### src/rtl/mem_port_arbiter_pkg.sv
// Shared definitions for the MMU memory-port arbiter.
//
// Contents:
//   LINE_W       - cache line / memory bus data width in bits
//   arb_state_t  - 3-bit arbiter state encoding
//   REQ_*        - requester IDs, used as bit positions of the one-hot grant
package mem_port_arbiter_pkg;

    localparam int LINE_W = 128;

    typedef enum logic [2:0] {
        IDLE    = 3'd0,
        EVICT   = 3'd1,
        DC_FILL = 3'd2,
        IO_XFER = 3'd3,
        IC_FILL = 3'd4,
        RELEASE = 3'd5
    } arb_state_t;

    localparam int REQ_DC  = 0;
    localparam int REQ_IO  = 1;
    localparam int REQ_IC  = 2;
    localparam int NUM_REQ = 3;

endpackage

### src/rtl/mem_port_prio_sel.sv
// Combinational priority selector for the memory-port arbiter.
//
// Ports:
//   dc_req    in   D-cache miss request
//   io_req    in   uncached IO request
//   ic_req    in   I-cache miss request
//   burst_sat in   D-side burst counter has reached its limit
//   grant     out  one-hot grant, bit positions are the REQ_* IDs (all zero when idle)
module mem_port_prio_sel (
    input  logic                                     dc_req,
    input  logic                                     io_req,
    input  logic                                     ic_req,
    input  logic                                     burst_sat,
    output logic [mem_port_arbiter_pkg::NUM_REQ-1:0] grant
);
    import mem_port_arbiter_pkg::*;

    // Normal order is D-cache, then IO, then I-cache. Once the D side has
    // won enough back-to-back rounds while the I-cache waits, the I-cache
    // jumps to the front so instruction fetch cannot be starved.
    always_comb begin
        grant = '0;
        if (ic_req && burst_sat) begin
            grant[REQ_IC] = 1'b1;
        end else if (dc_req) begin
            grant[REQ_DC] = 1'b1;
        end else if (io_req) begin
            grant[REQ_IO] = 1'b1;
        end else if (ic_req) begin
            grant[REQ_IC] = 1'b1;
        end
    end

endmodule

### src/rtl/mem_port_arbiter.sv
// Single-owner controller for the MMU memory port.
//
// Shares one 128-bit request/ack memory bus between the I-cache line fill,
// the D-cache miss (with optional dirty-victim writeback, always issued
// before the fill) and the D-cache uncached IO path.
//
// Ports:
//   clk, rst_n                  clock, asynchronous active-low reset
//   ic_miss / ic_miss_addr      I-cache fill request (level) and line address
//   ic_miss_ack / ic_data_fill  one-cycle ack with the fill line
//   dc_miss / dc_miss_addr      D-cache fill request (level) and line address
//   dc_evict / dc_evict_addr /
//   dc_evict_data               dirty victim to write back before the fill
//   dc_miss_ack / dc_data_fill  one-cycle ack with the fill line
//   io_access / io_rw /
//   io_addr / io_wr_data        uncached access request (level)
//   io_ack / io_rd_data         one-cycle ack, read data on reads
//   mem_req/we/io/addr/wdata    registered bus request, held until mem_ack
//   mem_rdata / mem_ack         bus read data and one-cycle completion
module mem_port_arbiter #(
    parameter int LINE_W       = mem_port_arbiter_pkg::LINE_W,
    parameter int DC_BURST_MAX = 4
) (
    input  logic              clk,
    input  logic              rst_n,
    input  logic              ic_miss,
    input  logic [31:0]       ic_miss_addr,
    output logic              ic_miss_ack,
    output logic [LINE_W-1:0] ic_data_fill,
    input  logic              dc_miss,
    input  logic [31:0]       dc_miss_addr,
    input  logic              dc_evict,
    input  logic [31:0]       dc_evict_addr,
    input  logic [LINE_W-1:0] dc_evict_data,
    output logic              dc_miss_ack,
    output logic [LINE_W-1:0] dc_data_fill,
    input  logic              io_access,
    input  logic              io_rw,
    input  logic [31:0]       io_addr,
    input  logic [31:0]       io_wr_data,
    output logic              io_ack,
    output logic [31:0]       io_rd_data,
    output logic              mem_req,
    output logic              mem_we,
    output logic              mem_io,
    output logic [31:0]       mem_addr,
    output logic [LINE_W-1:0] mem_wdata,
    input  logic [LINE_W-1:0] mem_rdata,
    input  logic              mem_ack
);
    import mem_port_arbiter_pkg::*;

    localparam int CNT_W = $clog2(DC_BURST_MAX + 1);

    arb_state_t         state, state_next;
    logic [CNT_W-1:0]   burst_cnt, burst_cnt_next;
    logic               burst_sat;
    logic               bus_done;
    logic [NUM_REQ-1:0] grant;

    logic              mem_req_next, mem_we_next, mem_io_next;
    logic [31:0]       mem_addr_next;
    logic [LINE_W-1:0] mem_wdata_next;
    logic              ic_miss_ack_next, dc_miss_ack_next, io_ack_next;
    logic [LINE_W-1:0] ic_data_fill_next, dc_data_fill_next;
    logic [31:0]       io_rd_data_next;

    assign burst_sat = (burst_cnt == CNT_W'(DC_BURST_MAX));

    // A bus acknowledge only counts while our own request is outstanding.
    assign bus_done = mem_req & mem_ack;

    mem_port_prio_sel u_prio_sel (
        .dc_req    (dc_miss),
        .io_req    (io_access),
        .ic_req    (ic_miss),
        .burst_sat (burst_sat),
        .grant     (grant)
    );

    // State, starvation counter and every externally visible output are
    // registered here so the bus and the caches only ever see flop outputs.
    always_ff @(posedge clk or negedge rst_n) begin
        if (!rst_n) begin
            state        <= IDLE;
            burst_cnt    <= '0;
            mem_req      <= 1'b0;
            mem_we       <= 1'b0;
            mem_io       <= 1'b0;
            mem_addr     <= '0;
            mem_wdata    <= '0;
            ic_miss_ack  <= 1'b0;
            dc_miss_ack  <= 1'b0;
            io_ack       <= 1'b0;
            ic_data_fill <= '0;
            dc_data_fill <= '0;
            io_rd_data   <= '0;
        end else begin
            state        <= state_next;
            burst_cnt    <= burst_cnt_next;
            mem_req      <= mem_req_next;
            mem_we       <= mem_we_next;
            mem_io       <= mem_io_next;
            mem_addr     <= mem_addr_next;
            mem_wdata    <= mem_wdata_next;
            ic_miss_ack  <= ic_miss_ack_next;
            dc_miss_ack  <= dc_miss_ack_next;
            io_ack       <= io_ack_next;
            ic_data_fill <= ic_data_fill_next;
            dc_data_fill <= dc_data_fill_next;
            io_rd_data   <= io_rd_data_next;
        end
    end

    // Sequencing: a grant taken in IDLE runs one bus transaction (two for a
    // dirty miss), then a single RELEASE cycle lets the requester drop its
    // level before IDLE looks at the requests again.
    always_comb begin
        state_next = state;
        case (state)
            IDLE: begin
                if (grant[REQ_DC]) begin
                    state_next = dc_evict ? EVICT : DC_FILL;
                end else if (grant[REQ_IO]) begin
                    state_next = IO_XFER;
                end else if (grant[REQ_IC]) begin
                    state_next = IC_FILL;
                end
            end
            EVICT:   if (bus_done) state_next = DC_FILL;
            DC_FILL: if (bus_done) state_next = RELEASE;
            IO_XFER: if (bus_done) state_next = RELEASE;
            IC_FILL: if (bus_done) state_next = RELEASE;
            default: state_next = IDLE;
        endcase
    end

    // Burst counter: counts D-side grants made while the I-cache is waiting,
    // saturating at the limit. It resets when the I-cache is served or when
    // the I-cache is not asking at all.
    always_comb begin
        burst_cnt_next = burst_cnt;
        if (state == IDLE) begin
            if (grant[REQ_IC]) begin
                burst_cnt_next = '0;
            end else if (!ic_miss) begin
                burst_cnt_next = '0;
            end else if ((grant[REQ_DC] || grant[REQ_IO]) && !burst_sat) begin
                burst_cnt_next = burst_cnt + CNT_W'(1);
            end
        end
    end

    // Output next-values. Bus fields are loaded only when a request starts so
    // they stay stable for its whole duration. After an evict completes, the
    // request drops for one cycle and the fill is issued as a separate bus
    // request from DC_FILL. Acks are single-cycle pulses with their data.
    always_comb begin
        mem_req_next      = mem_req;
        mem_we_next       = mem_we;
        mem_io_next       = mem_io;
        mem_addr_next     = mem_addr;
        mem_wdata_next    = mem_wdata;
        ic_miss_ack_next  = 1'b0;
        dc_miss_ack_next  = 1'b0;
        io_ack_next       = 1'b0;
        ic_data_fill_next = ic_data_fill;
        dc_data_fill_next = dc_data_fill;
        io_rd_data_next   = io_rd_data;
        case (state)
            IDLE: begin
                if (grant[REQ_DC]) begin
                    mem_req_next = 1'b1;
                    mem_io_next  = 1'b0;
                    if (dc_evict) begin
                        mem_we_next    = 1'b1;
                        mem_addr_next  = dc_evict_addr;
                        mem_wdata_next = dc_evict_data;
                    end else begin
                        mem_we_next    = 1'b0;
                        mem_addr_next  = dc_miss_addr;
                        mem_wdata_next = '0;
                    end
                end else if (grant[REQ_IO]) begin
                    mem_req_next   = 1'b1;
                    mem_io_next    = 1'b1;
                    mem_we_next    = io_rw;
                    mem_addr_next  = io_addr;
                    mem_wdata_next = {{(LINE_W-32){1'b0}}, io_wr_data};
                end else if (grant[REQ_IC]) begin
                    mem_req_next   = 1'b1;
                    mem_io_next    = 1'b0;
                    mem_we_next    = 1'b0;
                    mem_addr_next  = ic_miss_addr;
                    mem_wdata_next = '0;
                end
            end
            EVICT: begin
                if (bus_done) begin
                    mem_req_next = 1'b0;
                    mem_we_next  = 1'b0;
                end
            end
            DC_FILL: begin
                if (bus_done) begin
                    mem_req_next      = 1'b0;
                    dc_miss_ack_next  = 1'b1;
                    dc_data_fill_next = mem_rdata;
                end else if (!mem_req) begin
                    mem_req_next   = 1'b1;
                    mem_we_next    = 1'b0;
                    mem_io_next    = 1'b0;
                    mem_addr_next  = dc_miss_addr;
                    mem_wdata_next = '0;
                end
            end
            IO_XFER: begin
                if (bus_done) begin
                    mem_req_next    = 1'b0;
                    mem_we_next     = 1'b0;
                    mem_io_next     = 1'b0;
                    io_ack_next     = 1'b1;
                    io_rd_data_next = mem_we ? 32'd0 : mem_rdata[31:0];
                end
            end
            IC_FILL: begin
                if (bus_done) begin
                    mem_req_next      = 1'b0;
                    ic_miss_ack_next  = 1'b1;
                    ic_data_fill_next = mem_rdata;
                end
            end
            default: ;
        endcase
    end

endmodule

### config.mk
export PLATFORM = sky130hd
export DESIGN_NAME = mem_port_arbiter
export DESIGN_NICKNAME = d
export VERILOG_FILES = /design/src/rtl/mem_port_arbiter_pkg.sv /design/src/rtl/mem_port_prio_sel.sv /design/src/rtl/mem_port_arbiter.sv
export SDC_FILE = /design/constraint.sdc
export NUM_CORES = 1
export LEC_CHECK = 0
export CAP_MARGIN = 10
export CORE_AREA = 2 2 341 343
export DETAILED_ROUTE_END_ITERATION = 8
export DIE_AREA = 0 0 343 345
export GPL_TIMING_DRIVEN = 0
export PLACE_DENSITY = 0.44
export REMOVE_ABC_BUFFERS = 1
export SYNTH_ARGS = -nofsm -noshare
export SYNTH_HDL_FRONTEND = slang
export SYNTH_HIERARCHICAL = 1
export SYNTH_SLANG_ARGS = --single-unit
### constraint.sdc
create_clock -name clk -period 2.3 [get_ports clk]
set_input_delay 0.575 -clock clk [delete_from_list [all_inputs] [get_ports clk]]
set_output_delay 0.575 -clock clk [all_outputs]
set_load 0.01 [all_outputs]
=== Word-level counts from Yosys, hierarchy flattened ===
Cells that the tools add are included.

* Register bits after elaboration: 460
* Input port bits: 424
* Output and inout port bits: 454
* Logic and storage cells: 102

* Add/subtract/negate cells: 1
* Equal/unequal tests: 14
* Mux-type cells: 52
* Bitwise logic cells: 1
* Reduce and logical (&&, ||, !) cells: 21

{| class="wikitable"
|+ Operators by type and width
! kind !! number
|-
| $mux W128 || 6
|-
| $pmux W128 S2 || 1
|-
| $mux W32 || 7
|-
| $pmux W32 S2 || 1
|-
| $mux W3 || 8
|-
| $mux W1 || 22
|-
| $reduce_and A5 Y1 || 2
|-
| $pmux W1 S3 || 3
|-
| $pmux W3 S3 || 1
|-
| $reduce_bool A3 Y1 || 3
|-
| $ne A2 B2 Y1 const B || 4
|-
| $reduce_and A2 Y1 || 4
|-
| $eq A3 B2 Y1 const B || 2
|-
| $eq A3 B3 Y1 const B || 2
|-
| $mux W2 || 3
|-
| $ne A2 B1 Y1 const B || 3
|-
| $reduce_and A3 Y1 || 2
|-
| $reduce_or A3 Y1 || 2
|-
| $ne A4 B4 Y1 const B || 1
|-
| $reduce_and A4 Y1 || 1
|-
| $add A3 B1 Y3 const B || 1
|-
| $eq A3 B1 Y1 const B || 1
|-
| $logic_not A3 Y1 || 1
|-
| $ne A3 B1 Y1 const B || 1
|-
| 6 further kinds || 7
|}

=== Depth between registers and ports, before layout ===
* Depth in word-level cells: 9
* Mapped depth: 13
* Depth with buffers taken out: 9

=== Modules after synthesis ===
Netlist, hierarchy kept.

{| class="wikitable"
|+ By module, submodules not included
! module !! instances !! cells each !! area an instance (um2) !! sequential area each (um2)
|-
| mem_port_arbiter || 1 || 1393 || 18834.3 || 11511.0
|-
| mem_port_prio_sel || 1 || 5 || 38.8 || 0.0
|}

=== Worst setup path before layout ===
No wires, ideal clock.

* Path kind: register to register
* Start point: register burst_cnt[0]
* End point: register mem_addr[5]
* Setup time: 0.141 ns
* Data arrival time: 2.037 ns
* Required time: 2.159 ns
* Setup slack: 0.122 ns
* Stages on the path, launching flop included: 11
* Buffers on the path: 2
* Clock period less this slack: 2.178 ns
* Cells stage by stage: dfrtp_1 inv_1 ha_1 nand2_1 inv_1 a211oi_2 buf_2 buf_2 mux2_2 o211ai_1 a31oi_1

* Word-level cells in the longest chain between the ends: 6
* Elaborated cells between the ends (all ways): 9
* Classes of those cells: 2 x eq/ne; 5 x mux; 2 x reduce/logical

{| class="wikitable"
|+ Ends and longest elaborated chain
! item !! line !! source
|-
| start, declared || mem_port_arbiter.sv:56 || <nowiki>logic [CNT_W-1:0] burst_cnt, burst_cnt_next;</nowiki>
|-
| start signal, assigned || mem_port_arbiter.sv:100 || <nowiki>burst_cnt <= burst_cnt_next;</nowiki>
|-
| $eq A3 B3 Y1 * || mem_port_arbiter.sv:68 || <nowiki>assign burst_sat = (burst_cnt == CNT_W'(DC_BURST_MAX));</nowiki>
|-
| net burst_sat || mem_port_arbiter.sv:57 || <nowiki>logic burst_sat;</nowiki>
|-
| $logic_and A1 B1 Y1 * || mem_port_prio_sel.sv:23 || <nowiki>if (ic_req && burst_sat) begin</nowiki>
|-
| $mux W2 * || mem_port_prio_sel.sv:23 ||
|-
| net grant[1] || mem_port_arbiter.sv:59 || <nowiki>logic [NUM_REQ-1:0] grant;</nowiki>
|-
| $mux W32 || mem_port_arbiter.sv:184 || <nowiki>end else if (grant[REQ_IO]) begin</nowiki>
|-
| $mux W32 || mem_port_arbiter.sv:172 || <nowiki>if (grant[REQ_DC]) begin</nowiki>
|-
| $pmux W32 S2 || mem_port_arbiter.sv:170 || <nowiki>case (state)</nowiki>
|-
| end signal, assigned || mem_port_arbiter.sv:104 || <nowiki>mem_addr <= mem_addr_next;</nowiki>
|-
| end, declared || mem_port_arbiter.sv:46 || <nowiki>output logic [31:0] mem_addr,</nowiki>
|}

The timed path passes the listed nets; every way through them passes the cells marked *.
A chain may end at the register's enable or synchronous reset.

=== Worst setup path after layout ===
* Start point: register burst_cnt[1]
* End point: register mem_wdata[109]

* Word-level cells in the longest chain between the ends: 6
* Elaborated cells between the ends (all ways): 9
* Classes of those cells: 2 x eq/ne; 5 x mux; 2 x reduce/logical

{| class="wikitable"
|+ Ends and longest elaborated chain
! item !! line !! source
|-
| $eq A3 B3 Y1 * || mem_port_arbiter.sv:68 ||
|-
| net burst_sat || mem_port_arbiter.sv:57 ||
|-
| $logic_and A1 B1 Y1 * || mem_port_prio_sel.sv:23 ||
|-
| $mux W2 * || mem_port_prio_sel.sv:23 ||
|-
| net grant[1] || mem_port_arbiter.sv:59 ||
|-
| $mux W128 || mem_port_arbiter.sv:184 ||
|-
| $mux W128 || mem_port_arbiter.sv:172 ||
|-
| $pmux W128 S2 || mem_port_arbiter.sv:170 ||
|-
| end signal, assigned || mem_port_arbiter.sv:105 || <nowiki>mem_wdata <= mem_wdata_next;</nowiki>
|-
| end, declared || mem_port_arbiter.sv:47 || <nowiki>output logic [LINE_W-1:0] mem_wdata,</nowiki>
|}

Marked as above.

==> run_summary.xml <==
<?xml version="1.0" encoding="UTF-8"?>
<metrics>
  <group name="outcome">
    <metric name="run_status" unit="">complete, but fails checks</metric>
    <metric name="failed_checks" unit="">setup timing</metric>
  </group>
  <group name="timing">
    <metric name="timing.final.crit_period" unit="ns">2.40</metric>
    <metric name="layout_worst_path_cycle_share" unit="">1.04</metric>
    <metric name="worst_case_setup_margin_in_the_final_layout" unit="ns">-0.0987</metric>
    <metric name="unrepaired_setup_endpoints_after_global_routing" unit="">true</metric>
    <metric name="worstMarginPinSlew" unit="ns">0.820</metric>
    <metric name="fin_worst_skew" unit="ns">0.0259</metric>
    <metric name="maxSlewHeadroom" unit="">0.450</metric>
    <metric name="fmax" unit="MHz">417</metric>
    <metric name="finalSetupViolations" unit="">98</metric>
    <metric name="pins_over_their_slew_limit" unit="">0</metric>
    <metric name="timing.final.hold_violations" unit="">0</metric>
  </group>
  <group name="drt">
    <metric name="drt_pre_antenna_iters" unit="">5</metric>
    <metric name="drtIter0Drc" unit="">673</metric>
    <metric name="num_vias" unit="">15737</metric>
    <metric name="antenna_violating_nets_post_route" unit="">0</metric>
    <metric name="wire_per_inst" unit="um">21.4</metric>
    <metric name="routedLengthMet1" unit="um">32100</metric>
    <metric name="drt_wl_total" unit="um">84200</metric>
    <metric name="via_cell_ratio" unit="">4.00</metric>
    <metric name="top_layer_used" unit="">met5</metric>
    <metric name="sum_of_met3_wire_segment_lengths_after_detailed_routing" unit="um">6330</metric>
    <metric name="dr_wl_met2" unit="um">42200</metric>
    <metric name="drc_markers" unit="">0</metric>
  </group>
  <group name="yosys">
    <metric name="synth_cell_type_count" unit="">48</metric>
    <metric name="synth_area_per_cell" unit="sq um">13.5</metric>
    <metric name="ys.flop_type" unit="">dfrtp_1</metric>
    <metric name="number_of_flops_mapped_to_enable_cells_by_yosys" unit="">0</metric>
    <metric name="synth_cells" unit="">1398</metric>
    <metric name="synth-warning-count" unit="">6</metric>
    <metric name="asyncSetResetFlopFracSynth" unit="">1.00</metric>
    <metric name="synth_area" unit="sq um">18900</metric>
    <metric name="synth-seq-cells" unit="">460</metric>
    <metric name="synth_sequential_area_ratio" unit="">0.610</metric>
  </group>
  <group name="critical_path">
    <metric name="criticalPathCategory" unit="">flop to flop</metric>
    <metric name="critPathMaxFanout" unit="">6</metric>
    <metric name="crit_path_end_kind" unit="">flop</metric>
    <metric name="worstSetupStartpointType" unit="">flop</metric>
    <metric name="critical_path_required" unit="ns">2.82</metric>
    <metric name="timing.critical_path.arrival" unit="ns">2.92</metric>
  </group>
  <group name="grt">
    <metric name="grt_antenna_before_repair" unit="">19</metric>
    <metric name="first_global_vias" unit="">16823</metric>
    <metric name="grt_remaining_overflow" unit="">0</metric>
    <metric name="grt_first_pass_wirelength" unit="um">119000</metric>
    <metric name="largest_net_degree_at_the_start_of_global_routing" unit="">114</metric>
    <metric name="grt_util_all_layers" unit="">0.135</metric>
  </group>
  <group name="power_and_ir_drop">
    <metric name="p_int" unit="mW">30.7</metric>
    <metric name="pwr-share-seq" unit="">0.308</metric>
    <metric name="power.clock.fraction" unit="">0.194</metric>
    <metric name="power.combinational.fraction" unit="">0.498</metric>
    <metric name="irDropWorstVdd" unit="uV">660</metric>
    <metric name="switching_power" unit="mW">15.9</metric>
    <metric name="p_leak" unit="nW">13.7</metric>
    <metric name="power.switching_fraction" unit="">0.341</metric>
    <metric name="power_per_cell_area" unit="nW/um^2">1390</metric>
  </group>
  <group name="final_layout">
    <metric name="area.sequential" unit="sq um">11500</metric>
    <metric name="layout_common_cells" unit="">clkdlybuf4s50_1, dfrtp_1, mux2_2</metric>
    <metric name="stdcell_area" unit="sq um">33400</metric>
    <metric name="multi_input_comb_area" unit="sq um">7070</metric>
    <metric name="layout_commonest_cell" unit="">clkdlybuf4s50_1</metric>
    <metric name="syn_to_final_growth" unit="%">76.9</metric>
    <metric name="layout.cells.non_filler" unit="">3937</metric>
    <metric name="drive_gt1_frac" unit="">0.235</metric>
    <metric name="n_fill_cell" unit="">11842</metric>
    <metric name="fin_nets" unit="">2781</metric>
  </group>
  <group name="clock_network">
    <metric name="cts.reportedPaths.clkPinSlew" unit="ns">0.06</metric>
    <metric name="h-tree-depth" unit="">2</metric>
    <metric name="clk_latency" unit="ns">0.64</metric>
    <metric name="cts.sinks" unit="">460</metric>
    <metric name="clock_tree_from_tritoncts" unit="">yes</metric>
    <metric name="root_buffer" unit="">clkbuf_16</metric>
    <metric name="cts_bufs_inserted" unit="">58</metric>
    <metric name="clock_tree.buffer_depth" unit="">3</metric>
  </group>
  <group name="place">
    <metric name="dp_hpwl" unit="um">58300</metric>
    <metric name="io_buffer_count" unit="">877</metric>
    <metric name="placedCellCount" unit="">3722</metric>
    <metric name="placement.cell_area" unit="sq um">29600</metric>
    <metric name="gp_congestion" unit="">0.813</metric>
  </group>
  <group name="floorplanning">
    <metric name="ios" unit="">878</metric>
    <metric name="fp-row-count" unit="">125</metric>
    <metric name="die_x" unit="um">343</metric>
    <metric name="die_height" unit="um">345</metric>
    <metric name="floorplan.core_area" unit="sq um">115000</metric>
    <metric name="floorplan.die_area" unit="sq um">118000</metric>
    <metric name="initial_utilization" unit="">0.164</metric>
  </group>
  <group name="worst_hold_path">
    <metric name="timing.hold.worst.class" unit="">flop to flop</metric>
  </group>
  <group name="run">
    <metric name="max_cap_viol_count" unit="">0</metric>
  </group>
</metrics>
==> worst max-delay path, cell delays in order, from the launching register on <==
cell,delay (ns)
dfrtp_1,0.38
inv_2,0.06
ha_4,0.16
nand2_4,0.06
inv_4,0.05
a211oi_4,0.24
buf_6,0.14
nor4_4,0.05
a2111o_2,0.37
buf_12,0.16
buf_16,0.16
buf_8,0.13
buf_16,0.13
a22o_1,0.20
==> path summary, 6_finish.rpt <==
kind | start | end | slack (ns) | cells after the start
min in group asynchronous | rst_n | ic_data_fill[38] | 0.49 | 2
worst max register to register | burst_cnt[1] | mem_wdata[109] | -0.1 | 13
worst max-delay path | burst_cnt[1] | mem_wdata[109] | -0.1 | 13
worst min register to register | io_rd_data[1] | io_rd_data[1] | 0.48 | 2
worst min-delay path | io_rd_data[1] | io_rd_data[1] | 0.48 | 2
max in group asynchronous | rst_n | mem_wdata[90] | 0.27 | 4
==> timing repair <==
item                                    4_1_cts  5_1_grt
cloned                                       24        9
endpoints found under the setup margin      379      245
resized for setup                           103       54
pin swaps                                    34       34
buffers inserted                             47       18
hold buffers                                  1        0
endpoints found under the hold margin        58        0
==> metal layers <==
layer / GRT usage / vias up
li1: - / 7026
met1: 0.150 / 7930
met4: 0.0594 / 16
met2: 0.236 / 613
met3: 0.0413 / 152
met5: 0 / -
==> sequential cells by signal, summed over array words and instances (netlist names) <==
| signal | flops |
|---|---|
| burst_cnt | 3 |
| dc_data_fill | 128 |
| dc_miss_ack | 1 |
| ic_data_fill | 128 |
| ic_miss_ack | 1 |
| io_ack | 1 |
| io_rd_data | 32 |
| mem_addr | 32 |
| mem_io | 1 |
| mem_req | 1 |
| mem_wdata | 128 |
| mem_we | 1 |
| state | 3 |
==> power groups by stage <==
| stage | logic [mW] | clock network (mW) | registers (mW) |
|---|---|---|---|
| 2_1_floorplan | 5.49 | 0 | 15.7 |
| 3_3_place_gp | 17.3 | 0 | 13.9 |
| 3_5_place_dp | 19.6 | 0 | 14.4 |
| 4_1_cts | 22.5 | 9.43 | 14.4 |
| 5_1_grt | 24.5 | 9.75 | 14.8 |
| 6_report | 23.2 | 9.04 | 14.3 |
==> final cells by class <==
class	count	area share
sequential	460	0.345
timing repair buffer	1003	0.328
multi-input combinational	826	0.212
tap	1524	0.0571
clock buffer	91	0.0517
clock inverter	18	0.00498
inverter	6	0.000749
antenna	9	0.000674
==> synthesized netlist by cell type (all sizes together) (2+ instances only) <==
master | count | share of area
dfrtp | 460 | 0.61
mux2 | 282 | 0.17
nand2 | 122 | 0.024
a22o | 101 | 0.047
buf | 78 | 0.030
nor2 | 43 | 0.0087
o21ai | 37 | 0.0098
nand2b | 35 | 0.012
a22oi | 33 | 0.013
o31ai | 33 | 0.013
clkbuf | 32 | 0.0064
mux2i | 31 | 0.016
o211ai | 26 | 0.010
a31oi | 25 | 0.0083
a21oi | 12 | 0.0032
nor3 | 8 | 0.0021
inv | 6 | 0.0012
nor2b | 4 | 0.0013
a2111oi | 2 | 0.0019
a211oi | 2 | 0.0011
and2 | 2 | 0.00066
ha | 2 | 0.0013
nor3b | 2 | 0.00080
o22ai | 2 | 0.00066
xor2 | 2 | 0.00093
==> stage by stage <==
stage | setup TNS (ns) | total power [mW] | hold WS [ns] | util | setup slack (ns)
after floorplan | -1435.91 | 21.2 | 0.279 | - | -4.70
after global placement | - | 31.2 | 0.462 | 0.251 | -20.60
after detailed placement | -411.05 | 33.9 | 0.466 | 0.257 | -1.70
after CTS | -6.34 | 46.3 | 0.458 | 0.285 | -0.117
after global routing | -14.09 | 49.1 | 0.495 | 0.290 | -0.180
final | -4.06 | 46.5 | 0.476 | 0.290 | -0.0987
==> cell families (layout without fill, tap and decap cells) <==
family	count (synthesis)	after routing	share of synthesized area
AO/OA/AOI/OAI	282	284	0.113
XOR/XNOR	3	3	0.00139
adder cells (fa/ha/maj)	2	2	0.00133
buffers and inverters	116	1118	0.0371
flip-flops	460	460	0.610
multiplexers	313	313	0.185
other	0	9	0
AND/OR/NAND/NOR	222	224	0.0524
Note: power is estimated with default switching activity, not from simulation.
